[config.mk]
export PLATFORM = sky130hd
export DESIGN_NAME = cp0_exc_unit
export DESIGN_NICKNAME = d
export VERILOG_FILES = /design/src/rtl/cp0_exc_unit_pkg.sv /design/src/rtl/cp0_exc_unit.sv
export SDC_FILE = /design/constraint.sdc
export NUM_CORES = 1
export LEC_CHECK = 0
export CAP_MARGIN = 20
export CORE_MARGIN = 2
export CORE_UTILIZATION = 41
export DETAILED_ROUTE_END_ITERATION = 6
export PLACE_DENSITY = 0.82
export SYNTH_ARGS = -nofsm -noshare
export SYNTH_HDL_FRONTEND = slang
export SYNTH_SLANG_ARGS = --single-unit
export TNS_END_PERCENT = 5
[constraint.sdc]
create_clock -name clk -period 2.1 [get_ports clk]
set_clock_uncertainty 0.2 [all_clocks]
set_input_delay 0.42 -clock clk [delete_from_list [all_inputs] [get_ports clk]]
set_output_delay 0.42 -clock clk [all_outputs]
set_load 0.02 [all_outputs]
[src/rtl/cp0_exc_unit_pkg.sv]
// Shared CP0 definitions: register numbers, command encodings, field positions.
// Latency: n/a (constants, types and helpers only).
// Backpressure: n/a.
package cp0_pkg;

  // CP0 register numbers (ins[15:11])
  localparam logic [4:0] CP0_STATUS = 5'd12;
  localparam logic [4:0] CP0_CAUSE  = 5'd13;
  localparam logic [4:0] CP0_EPC    = 5'd14;
  localparam logic [4:0] CP0_PRID   = 5'd15;

  // Decoder coprocessor command; MFC0 is a pure read and arrives as COP_NONE
  typedef enum logic [1:0] {
    COP_NONE    = 2'b00,
    COP_MTC0    = 2'b01,
    COP_SYSCALL = 2'b10,
    COP_ERET    = 2'b11
  } cop_cmd_e;

  // Exception codes written into Cause.ExcCode
  localparam logic [4:0] EXC_INT = 5'd0;
  localparam logic [4:0] EXC_SYS = 5'd8;

  // Status field positions
  localparam int STATUS_IE_BIT  = 0;
  localparam int STATUS_EXL_BIT = 1;
  localparam int STATUS_IM_LO   = 10;

  // Cause field positions
  localparam int CAUSE_EXC_LO = 2;
  localparam int CAUSE_IP_LO  = 10;

  // Software-writable Status bits: IM[15:10], EXL, IE
  localparam logic [31:0] STATUS_WMASK = 32'h0000_FC03;

  // Sequencer state; the encoding is the Status.EXL bit itself
  typedef enum logic {
    ST_RUN     = 1'b0,
    ST_HANDLER = 1'b1
  } cp0_state_e;

  // The single action chosen this cycle after priority resolution
  typedef enum logic [2:0] {
    ACT_NONE = 3'd0,
    ACT_INT  = 3'd1,
    ACT_SYS  = 3'd2,
    ACT_ERET = 3'd3,
    ACT_MTC0 = 3'd4
  } cp0_act_e;

  // Assemble the architectural Cause word from its stored fields
  function automatic logic [31:0] pack_cause(input logic [5:0] ip, input logic [4:0] exc);
    logic [31:0] w;
    w = '0;
    w[CAUSE_IP_LO +: 6]  = ip;
    w[CAUSE_EXC_LO +: 5] = exc;
    return w;
  endfunction

endpackage

[src/rtl/cp0_exc_unit.sv]
// CP0 register bank (Status/Cause/EPC/PRId) and exception/ERET sequencer.
// Latency: redirect/squash/rdata combinational; register updates land at the next clk edge.
// Backpressure: none; instr_valid=0 marks a bubble and suppresses every action.
module cp0_exc_unit
  import cp0_pkg::*;
#(
  parameter logic [31:0] EXC_VECTOR = 32'h0000_3000,
  parameter logic [31:0] PRID_VALUE = 32'h0000_0018,
  parameter int          NUM_IRQ    = 6
) (
  input  logic               clk,
  input  logic               rst,
  input  logic [1:0]         cop_cmd,
  input  logic               instr_valid,
  input  logic [31:0]        pc,
  input  logic [4:0]         cp0_addr,
  input  logic [31:0]        wdata,
  output logic [31:0]        rdata,
  input  logic [NUM_IRQ-1:0] irq,
  output logic               redirect,
  output logic [31:0]        redirect_addr,
  output logic               squash,
  output logic               exl
);

  // Architectural state; EXL lives in state_q
  cp0_state_e         state_q;
  cp0_state_e         state_d;
  logic               ie_q;
  logic [NUM_IRQ-1:0] im_q;
  logic [NUM_IRQ-1:0] ip_q;
  logic [4:0]         exc_q;
  logic [31:0]        epc_q;

  // Decode helpers
  cop_cmd_e    cmd;
  logic        int_req;
  cp0_act_e    act;
  logic [31:0] wdata_status;
  logic [31:0] status_rd;
  logic [5:0]  ip_field;

  assign cmd          = cop_cmd_e'(cop_cmd);
  assign wdata_status = wdata & STATUS_WMASK;

  // An enabled, unmasked pending interrupt is only taken on a real instruction outside the handler
  assign int_req = ie_q & (state_q == ST_RUN) & (|(ip_q & im_q)) & instr_valid;

  // Priority resolution: interrupt > SYSCALL > ERET > MTC0; reset suppresses everything
  always_comb begin
    act = ACT_NONE;
    if (!rst && instr_valid) begin
      if (int_req) begin
        act = ACT_INT;
      end else begin
        unique case (cmd)
          COP_SYSCALL: act = ACT_SYS;
          COP_ERET:    act = ACT_ERET;
          COP_MTC0:    act = ACT_MTC0;
          default:     act = ACT_NONE;
        endcase
      end
    end
  end

  // Sequencer state register (EXL)
  always_ff @(posedge clk) begin
    if (rst) begin
      state_q <= ST_RUN;
    end else begin
      state_q <= state_d;
    end
  end

  // Sequencer next state: exceptions enter the handler, ERET or a Status write with EXL=0 leave it
  always_comb begin
    state_d = state_q;
    unique case (act)
      ACT_INT, ACT_SYS: state_d = ST_HANDLER;
      ACT_ERET:         state_d = ST_RUN;
      ACT_MTC0: begin
        if (cp0_addr == CP0_STATUS) begin
          state_d = cp0_state_e'(wdata_status[STATUS_EXL_BIT]);
        end
      end
      default:          state_d = state_q;
    endcase
  end

  // Sequencer outputs: NPC redirect target and commit squash
  always_comb begin
    redirect      = 1'b0;
    redirect_addr = EXC_VECTOR;
    squash        = 1'b0;
    unique case (act)
      ACT_INT: begin
        redirect = 1'b1;
        squash   = 1'b1;
      end
      ACT_SYS: begin
        redirect = 1'b1;
      end
      ACT_ERET: begin
        redirect      = 1'b1;
        redirect_addr = epc_q;
      end
      default: begin
        redirect = 1'b0;
      end
    endcase
  end

  assign exl = (state_q == ST_HANDLER);

  // Register bank updates: IP sampling every cycle, exception capture and masked MTC0 writes
  always_ff @(posedge clk) begin
    if (rst) begin
      ie_q  <= 1'b0;
      im_q  <= '0;
      ip_q  <= '0;
      exc_q <= EXC_INT;
      epc_q <= '0;
    end else begin
      ip_q <= irq;
      unique case (act)
        ACT_INT: begin
          epc_q <= pc;
          exc_q <= EXC_INT;
        end
        ACT_SYS: begin
          exc_q <= EXC_SYS;
          // A nested SYSCALL must not overwrite the return address of the outer one
          if (state_q == ST_RUN) begin
            epc_q <= pc;
          end
        end
        ACT_MTC0: begin
          if (cp0_addr == CP0_STATUS) begin
            ie_q <= wdata_status[STATUS_IE_BIT];
            im_q <= wdata_status[STATUS_IM_LO +: NUM_IRQ];
          end else if (cp0_addr == CP0_EPC) begin
            epc_q <= wdata;
          end
        end
        default: begin
          exc_q <= exc_q;
        end
      endcase
    end
  end

  // Zero-extend the interrupt fields into their architectural 6-bit slots
  always_comb begin
    status_rd = '0;
    status_rd[STATUS_IE_BIT]           = ie_q;
    status_rd[STATUS_EXL_BIT]          = exl;
    status_rd[STATUS_IM_LO +: NUM_IRQ] = im_q;
    ip_field = '0;
    ip_field[NUM_IRQ-1:0] = ip_q;
  end

  // MFC0 read port: reflects state before the current edge
  always_comb begin
    rdata = '0;
    unique case (cp0_addr)
      CP0_STATUS: rdata = status_rd;
      CP0_CAUSE:  rdata = pack_cause(ip_field, exc_q);
      CP0_EPC:    rdata = epc_q;
      CP0_PRID:   rdata = PRID_VALUE;
      default:    rdata = '0;
    endcase
  end

endmodule

## Word level (Yosys, flattened, before mapping)

Cells that the tools add are included.

- Eq/ne operators: 15
- Multiplexer cells: 14
- Bitwise operators: 5
- Reductions and logical operators: 11

Operators by type and width:

| cell | number |
|---|---|
| two-way mux 32 bit | 4 |
| one-hot mux 32 bit (4 select lines) | 1 |
| one-hot mux 32 bit (3 select lines) | 1 |
| equality test 5 x 4 -> 1 bit, second input constant | 4 |
| one-hot mux 5 bit (2 select lines) | 1 |
| one-hot mux 3 bit (3 select lines) | 1 |
| inequality test 2 bit, second input constant | 4 |
| bitwise AND 6 bit | 1 |
| equality test 3 x 2 -> 1 bit, second input constant | 2 |
| two-way mux 3 bit | 2 |
| nonzero test 3 bit | 2 |
| OR reduction 6 bit | 1 |
| equality test 2 bit, second input constant | 2 |
| AND reduction 2 bit | 2 |
| AND reduction 4 bit | 1 |
| bitwise AND 1 bit | 3 |
| equality test 3 x 1 -> 1 bit, second input constant | 1 |
| equality test 3 bit, second input constant | 1 |
| two-way mux 1 bit | 3 |
| one-hot mux 1 bit (3 select lines) | 1 |
| OR reduction 3 bit | 1 |
| equality test 2 x 1 -> 1 bit, second input constant | 1 |
| nonzero test 2 bit | 1 |
| OR reduction 2 bit | 1 |
| other kinds (3) | 3 |

- Register bits after elaboration: 51
- Input port bits: 80
- Output and inout port bits: 67
- Word-level logic and storage cells: 51

## Longest topological paths before layout

Gate-level depths: netlist of run 1.

- Word-level depth: 10
- Depth in mapped cells: 7
- Depth with buffers taken out: 4

## Worst setup path before layout of run 1

OpenSTA, ideal clock, no wires.

- Path kind: input to output
- From: input cp0_addr[0]
- To: output rdata[5]
- Data arrival time: 1468 ps
- Required time: 1480 ps
- Slack: 12 ps
- Stages on the path: 4
- Buffers on the path: 1
- Cell sequence: clkbuf_1 -> nor2b_1 -> nand2_1 -> a21oi_1

- Word-level cells in the longest chain between the ends: 2
- Elaborated cells on any way between the ends: 5
- Classes of those cells: eq/ne (4); mux (1)

RTL lines:

| element | line | text |
|---|---|---|
| start, declared | cp0_exc_unit.sv:16 | `input logic [4:0] cp0_addr,` |
| equality test 5 x 4 -> 1 bit | cp0_exc_unit.sv:165 | `unique case (cp0_addr)` |
| one-hot mux 32 bit (4 select lines) * | cp0_exc_unit.sv:165 |  |
| end, declared | cp0_exc_unit.sv:18 | `output logic [31:0] rdata,` |

Every way passes the cells marked *; elsewhere a longest branch is shown, timed or not.

## Worst setup path in the final report of run 1

- From: register ip_q[4] (netlist: ip_field[4])
- To: output redirect_addr[18]

- Word-level cells in the longest chain between the ends: 8

RTL lines:

| element | line | text |
|---|---|---|
| start, declared | cp0_exc_unit.sv:31 | `logic [NUM_IRQ-1:0] ip_q;` |
| start signal, assigned | cp0_exc_unit.sv:124 | `ip_q <= irq;` |
| bitwise AND 6 bit | cp0_exc_unit.sv:47 | `assign int_req = ie_q & (state_q == ST_RUN) & (\|(ip_q & im_q)) & instr_valid;` |
| OR reduction 6 bit | cp0_exc_unit.sv:47 |  |
| bitwise AND 1 bit (2 in series) | cp0_exc_unit.sv:47 |  |
| two-way mux 3 bit | cp0_exc_unit.sv:53 | `if (int_req) begin` |
| two-way mux 3 bit | cp0_exc_unit.sv:52 | `if (!rst && instr_valid) begin` |
| equality test 3 x 2 -> 1 bit | cp0_exc_unit.sv:95 | `unique case (act)` |
| two-way mux 32 bit | cp0_exc_unit.sv:95 |  |
| end, declared | cp0_exc_unit.sv:21 | `output logic [31:0] redirect_addr,` |

No other way between the ends.

==> impl_metrics.py, run 1 <==
metrics = {
    "clock_tree": {
        "clock_path_buffers": 2,
        "path_clk_slew_ns": 0.09,
        "worstSkewPairLatency_ns": 0.30,
        "cts.sinks": 47,
        "ctsHtreeMaxLevel": 2,
        "hold_buffers": 0,
        "root_buffer": "clkbuf_8",
        "cts_buffers": 5,
        "cts_tree": "yes",
    },
    "critical_path": {
        "path_buf_inv": 2,
        "cp_common_cell": "buf_6",
        "cpPeakStageDelay_ns": 0.36,
        "path_class": "flip-flop to output pin",
        "cpLargestDelayFamily": "compound AO/OA/AOI/OAI gates",
        "setup.worst_path.end_class": "output pin",
        "startpoint": "ip_field[4]",
        "cp_slowest_cell": "dfxtp_1",
        "cp_max_fo": 10,
        "critical_path.cell_chain": "a22oi_2 > a31oi_4 > nor2_4 > buf_6 > and3_1 > buf_6",
        "crit_arrival_ns": 1.75,
        "reg2reg_from": "ip_field[4]",
        "critPathLaunchType": "flip-flop",
        "cp.required_ns": 1.48,
    },
    "global_routing": {
        "grt_start_max_net_pins": 48,
        "globalRouteOverflowTotal": 0,
        "antenna_found_initial": 1,
        "grt_pass1_vias": 3434,
        "grt_util_all_layers_pct": 29.6,
        "grt_first_pass_wirelength_um": 18000,
    },
    "flow_run": {
        "cap_violations": 0,
    },
    "yosys": {
        "postSynthCellCount": 332,
        "yosys_warnings": 0,
        "syn_nets": 412,
        "synth-compound-area-share_pct": 29.3,
        "synth_xor_xnor_area_share_pct": 0,
        "synthSimpleGateAreaFrac_pct": 29.3,
        "yosysSeqAreaShare_pct": 31.9,
        "synth_top_family_by_area": "simple AND/OR/NAND/NOR gates",
        "synth_seq_cells": 47,
        "synth.mux.area_fraction_pct": 2.72,
        "synthAdderAreaFrac_pct": 0,
        "syn_avg_cell_area_um2": 8.87,
        "netlist_area_um2": 2950,
        "ys_types": 34,
    },
    "routing": {
        "finalWirelength_um": 12000,
        "drc": 0,
        "viasPerCell": 6.07,
        "firstDrtPassIters": 5,
        "drtIter0Drc": 294,
        "postRouteAntennaNets": 0,
        "wire_per_inst_um": 20.3,
        "vias": 3595,
    },
    "floorplan": {
        "dieArea_um2": 7880,
        "die_w_um": 88.8,
        "initial_core_util_pct": 42.9,
        "pin_count": 147,
        "row_count": 30,
        "core_area_um2": 6870,
        "die_h_um": 88.8,
    },
    "power_and_ir_drop": {
        "p_sw_share_pct": 24.5,
        "power.share.clock_pct": 36.4,
        "p_comb_share_pct": 20.5,
        "power_per_cell_area_nw_per_um2": 442,
        "p_int_mw": 1.66,
        "pwr-share-seq_pct": 43.1,
        "leakagePower_nw": 2.11,
        "peakVddDrop_mv": 0.292,
        "power_switching_uw": 538,
    },
    "timing": {
        "whs_ns": 0.360,
        "finalCritPeriodShare_pct": 113,
        "finalHoldViolCount": 0,
        "final-setup-viol-count": 66,
        "finalSetupTns_ns": -14.15,
        "rsz0062_at_grt": "true",
        "worst_pin_slew_ns": 0.527,
        "fin_crit_ns": 2.37,
        "max_clock_freq_mhz": 421,
        "fin_ws_ns": -0.274,
        "max_slew_margin_pct": 64.9,
        "drv_slew": 0,
    },
    "placement": {
        "hpwlAfterDp_um": 8180,
        "place_congestion": 0.883,
        "port_buffers": 146,
    },
    "worst_hold_path": {
        "min_from": "epc_q[2]",
        "hp-class": "flip-flop to flip-flop",
    },
    "final_layout": {
        "drive_gt1_share_pct": 30.4,
        "antennaDiodeCount": 0,
        "nets": 575,
        "area_growth_pct": 68.4,
    },
    "status": {
        "violations": "negative setup slack",
        "status": "complete, but fails checks",
    },
}
cells in the final DEF, fill, tap and decap left out, types with 3 or more instances in the layout:
master,Yosys,layout
nor2b_1,39,39
dfxtp_1,47,45
buf_6,3,37
buf_12,0,8
buf_2,10,26
and3_1,51,44
nor3_1,3,3
o221a_1,32,32
a41oi_1,32,32
buf_4,1,44
clkbuf_8,0,5
nand3b_1,6,6
a22oi_2,3,3
a21oi_1,15,15
nand4_1,7,7
mux2i_1,8,6
and3_4,0,7
clkdlybuf4s50_1,0,72
dlygate4sd2_1,0,3
nor2_1,21,20
o21ai_1,8,7
synth_stat cells:
| library cell | instances | area, µm² |
|---|---|---|
| and3_1 | 51 | 319 |
| dfxtp_1 | 47 | 941 |
| nor2b_1 | 39 | 244 |
| a41oi_1 | 32 | 280 |
| o221a_1 | 32 | 360 |
| clkbuf_1 | 26 | 97.6 |
| nor2_1 | 21 | 78.8 |
| a21oi_1 | 15 | 75.1 |
| buf_2 | 10 | 50.1 |
| mux2i_1 | 8 | 80.1 |
| o21ai_1 | 8 | 40.0 |
| nand4_1 | 7 | 43.8 |
| nand3b_1 | 6 | 45.0 |
| a22oi_2 | 3 | 37.5 |
| buf_6 | 3 | 33.8 |
| nor3_1 | 3 | 15.0 |
| and2_1 | 2 | 12.5 |
| inv_1 | 2 | 7.51 |
| nand2_1 | 2 | 7.51 |
| a211oi_1 | 1 | 7.51 |
| a31o_1 | 1 | 8.76 |
| a31oi_1 | 1 | 6.26 |
| a31oi_2 | 1 | 12.5 |
| and4bb_2 | 1 | 12.5 |
| buf_1 | 1 | 3.75 |
| buf_4 | 1 | 7.51 |
| nand4bb_4 | 1 | 27.5 |
| nor2b_4 | 1 | 13.8 |
| nor3b_1 | 1 | 7.51 |
| nor4b_4 | 1 | 23.8 |
| o21a_1 | 1 | 7.51 |
| o31a_4 | 1 | 17.5 |
| o32ai_1 | 1 | 8.76 |
| or4_4 | 1 | 11.3 |
final timing paths:
kind	endpoint	slack [ns]	cells after the start
min	epc_q[2]	0.36	1
max	redirect_addr[18]	-0.27	6
max reg2reg	epc_q[9]	-0.22	8
min reg2reg	epc_q[2]	0.36	1
power by group through the flow:
stage	Sequential, mW	Clock, mW	Combinational [mW]
finish	0.946	0.798	0.449
global route	0.950	0.842	0.473
CTS	0.944	0.795	0.442
detailed placement	0.964	0	0.435
global placement	0.964	0	0.423
floorplan	0.957	0	0.175
metal layers:
layer	global-route usage, %	wire length, µm
met1	37.3	4730
met2	50.7	5890
met3	5.69	1070
met4	9.37	317
met5	0	0
stage by stage:
| step | area, µm² | total power [mW] | setup WS [ns] | util, % | instances |
|---|---|---|---|---|---|
| global route | 4960 | 2.26 | -0.314 | 72.2 | 592 |
| finish | 4960 | 2.19 | -0.274 | 72.2 | 592 |
| global placement | 4780 | 1.39 | -0.888 | 69.5 | 580 |
| floorplan | 2950 | 1.13 | 0.0116 | - | 332 |
| CTS | 4910 | 2.18 | -0.230 | 71.5 | 591 |
| detailed placement | 4780 | 1.40 | -0.878 | 69.5 | 580 |
cell type report:
cell class | instances | area, µm²
fill | 519 | 1910
multi-input combinational | 242 | 1880
timing repair buffer | 197 | 1870
sequential | 47 | 943
tap | 96 | 120
clock buffer | 5 | 68.8
clock inverter | 3 | 67.6
inverter | 2 | 7.51
cells by family after synthesis:
group,Yosys count
flops,47
compound gates,97
buf+inv,43
simple gates,137
mux,8
worst register-to-register path, stage by stage (launching register included):
cell and delay [ns]:
dfxtp_1 0.36, a22oi_2 0.29, a31oi_4 0.15, buf_4 0.16
buf_4 0.14, buf_8 0.14, o31a_4 0.35, buf_12 0.16
o221a_1 0.26
flip-flops by register name, indices dropped and copies added (netlist names):
| register | cells |
|---|---|
| im_q | 6 |
| exl | 1 |
| epc_q | 32 |
| ip_field | 6 |
| ie_q | 1 |
| exc_q | 1 |
timing repair:
action | 4_1_cts | 5_1_grt
cloned | 1 | 0
pin swaps | 6 | 2
resized for setup | 344 | 27
buffers inserted | 2 | 1
setup endpoints to repair | 105 | 85
(Power assumes the default switching activity.)
==> run 2, diff against run 1 <==
--- a/config.mk
+++ b/config.mk
@@ -10,6 +10,7 @@
 export CORE_UTILIZATION = 41
 export DETAILED_ROUTE_END_ITERATION = 6
 export PLACE_DENSITY = 0.82
+export REMOVE_ABC_BUFFERS = 1
 export SYNTH_ARGS = -nofsm -noshare
 export SYNTH_HDL_FRONTEND = slang
 export SYNTH_SLANG_ARGS = --single-unit
==> run 2 against run 1 <==
Effect of this change:
- the flow still finishes with violations (negative setup slack)
- fmax fell by 2.8%
- register-to-register slack better by 0.07 ns
- power decreased by 9.1%
- core utilization up 0.33 points
- clock power decreased by 25%
- critical path depth increased by 1
- hold slack worse by 0.022 ns
- die area did not move
- clock-buffer cell count increased by 3
- via count down 3.8%
- sequential cell count unchanged
- critical path type unchanged
- largest cell class is now buffers
- largest power group unchanged
==> impl_metrics.py, run 2 (same netlist as run 1, synthesis figures left out) <==
metrics = {
    "critical_path": {
        "cp.required_ns": 1.48,
        "regToRegSetupSlack_ns": -0.15,
        "crit_arrival_ns": 1.82,
        "worst_r2r_endpoint": "epc_q[31]",
        "critPathLaunchType": "flip-flop",
        "reg2reg_from": "im_q[0]",
        "setup.worst_path.end_class": "output pin",
        "cp_max_fo": 5,
        "reg2reg_depth": 6,
        "path_class": "flip-flop to output pin",
    },
    "final_layout": {
        "nets": 577,
        "antennaDiodeCount": 0,
        "finish.instance_area_um2": 4980,
        "final_common_cell": "clkdlybuf4s50_1",
        "final_cell_mix": "clkdlybuf4s50_1 (71), buf_4 (64), dfxtp_1 (46)",
        "area_growth_pct": 69.2,
        "largest_register_ffs": 32,
        "regMostFlops": "epc_q",
        "drive_gt1_share_pct": 31.3,
    },
    "routing": {
        "postRouteAntennaNets": 0,
        "drtIter0Drc": 236,
        "drc": 0,
        "viasPerCell": 5.82,
        "vias": 3460,
        "finalWirelength_um": 10900,
        "wire_per_inst_um": 18.4,
        "firstDrtPassIters": 5,
    },
    "global_routing": {
        "grt_first_pass_wirelength_um": 16800,
        "globalRouteOverflowTotal": 0,
        "grt_pass1_vias": 3355,
        "grt_start_max_net_pins": 48,
        "grt_util_all_layers_pct": 27.3,
        "antenna_found_initial": 0,
    },
    "timing": {
        "max_clock_freq_mhz": 409,
        "fin_ws_ns": -0.343,
        "final-setup-viol-count": 67,
        "fin_crit_ns": 2.44,
        "worst_pin_slew_ns": 0.513,
        "finalCritPeriodShare_pct": 116,
        "rsz0062_at_grt": "true",
        "max_slew_margin_pct": 65.8,
        "finalHoldViolCount": 0,
        "whs_ns": 0.337,
        "drv_slew": 0,
    },
    "placement": {
        "port_buffers": 146,
        "place_congestion": 0.767,
        "hpwlAfterDp_um": 7470,
        "dpl_cell_area_um2": 4750,
    },
    "floorplan": {
        "die_w_um": 88.8,
        "die_h_um": 88.8,
        "row_count": 30,
        "dieArea_um2": 7880,
        "pin_count": 147,
        "initial_core_util_pct": 42.9,
        "core_area_um2": 6870,
    },
    "clock_tree": {
        "root_buffer": "clkbuf_8",
        "hold_buffers": 0,
        "path_clk_slew_ns": 0.08,
        "worstSkewPairLatency_ns": 0.30,
        "clock_path_buffers": 2,
        "cts_buffers": 5,
        "cts.sinks": 47,
        "ctsHtreeMaxLevel": 2,
        "cts_tree": "yes",
    },
    "worst_hold_path": {
        "hold_path_end": "im_q[4]",
        "hp-class": "flip-flop to flip-flop",
        "min_from": "im_q[4]",
        "hold_depth": 2,
    },
    "status": {
        "status": "complete, but fails checks",
        "violations": "negative setup slack",
    },
    "flow_run": {
        "cap_violations": 0,
    },
    "power_and_ir_drop": {
        "leakagePower_nw": 2.11,
        "peakVddDrop_mv": 0.208,
        "power_per_cell_area_nw_per_um2": 400,
    },
}
[run 2: changes by cell type in the layout (fill, tap and decap cells not counted), sizes merged]
| cell | before | now |
|---|---|---|
| clkbuf | 6 | 10 |
| buf | 117 | 119 |
| bufinv | 2 | 0 |
| dlymetal6s2s | 0 | 2 |
| clkdlybuf4s15 | 4 | 3 |
| clkdlybuf4s50 | 72 | 71 |
| clkinvlp | 1 | 0 |
| dlygate4sd2 | 3 | 2 |
[run 2: what timing repair did]
action,in CTS,in global routing
gates resized for setup,371,31
cloned,4,0
pin swaps,14,6
endpoints found under the setup margin,105,105
setup buffers,3,1
[run 2: metal layers]
metal | vias to the layer above | GRT usage (%) | routed length (µm)
met4 | 0 | 7.58 | 142
met1 | 1649 | 34.2 | 4530
li1 | 1626 | - | -
met3 | 13 | 3.54 | 772
met5 | - | 0 | 0
met2 | 172 | 48.8 | 5470
[run 2: layout make-up]
cell class / instances / area, µm²
clock buffer: 8 / 100
fill: 520 / 1890
inverter: 2 / 7.51
multi-input combinational: 242 / 1890
sequential: 47 / 942
tap: 96 / 120
timing repair buffer: 199 / 1930
[run 2: through the flow]
step / power [mW] / cells / setup slack (ns) / TNS [ns] / util (%)
final: 1.99 / 594 / -0.343 / -14.79 / 72.6
after global routing: 2.08 / 594 / -0.372 / -16.73 / 72.6
after CTS: 1.99 / 593 / -0.287 / -16.96 / 71.0
after detailed placement: 1.39 / 578 / -0.858 / -70.95 / 69.1
after global placement: 1.38 / 578 / -0.801 / -66.23 / 69.1
after floorplan: 1.09 / 291 / -0.430 / -26.91 / -
[run 2: critical path, stage by stage (launching register included)]
cell and delay, ns:
dfxtp_2 0.33, a22oi_2 0.32, a31oi_4 0.15, nor2_4 0.15
buf_12 0.14, buf_6 0.12, and3_1 0.19, buf_6 0.12
[run 2: power by group]
part           internal (mW)  switching (mW)
Sequential             0.921          0.0223
Combinational          0.266           0.184
Clock                  0.301           0.300
Total                   1.49           0.506
[run 2: how the worst max path moves through the flow]
| stage | startpoint | slack (ns) | endpoint | cells after the start |
|---|---|---|---|---|
| floorplan | exl | -0.43 | redirect_addr[0] | 4 |
| global placement | instr_valid | -0.80 | redirect_addr[3] | 7 |
| detailed placement | instr_valid | -0.86 | redirect_addr[16] | 7 |
| CTS | im_q[0] | -0.29 | redirect_addr[19] | 7 |
| global route | im_q[0] | -0.37 | redirect_addr[3] | 7 |
| finish | im_q[0] | -0.34 | redirect_addr[3] | 7 |
==> run 3, diff against run 2 <==
--- a/config.mk
+++ b/config.mk
@@ -5,10 +5,12 @@
 export SDC_FILE = /design/constraint.sdc
 export NUM_CORES = 1
 export LEC_CHECK = 0
+export ABC_AREA = 0
 export CAP_MARGIN = 20
 export CORE_MARGIN = 2
 export CORE_UTILIZATION = 41
 export DETAILED_ROUTE_END_ITERATION = 6
+export GPL_ROUTABILITY_DRIVEN = 0
 export PLACE_DENSITY = 0.82
 export REMOVE_ABC_BUFFERS = 1
 export SYNTH_ARGS = -nofsm -noshare
==> results of run 3 <==
The final DEF is identical to that of run 2; final timing and power are the same.
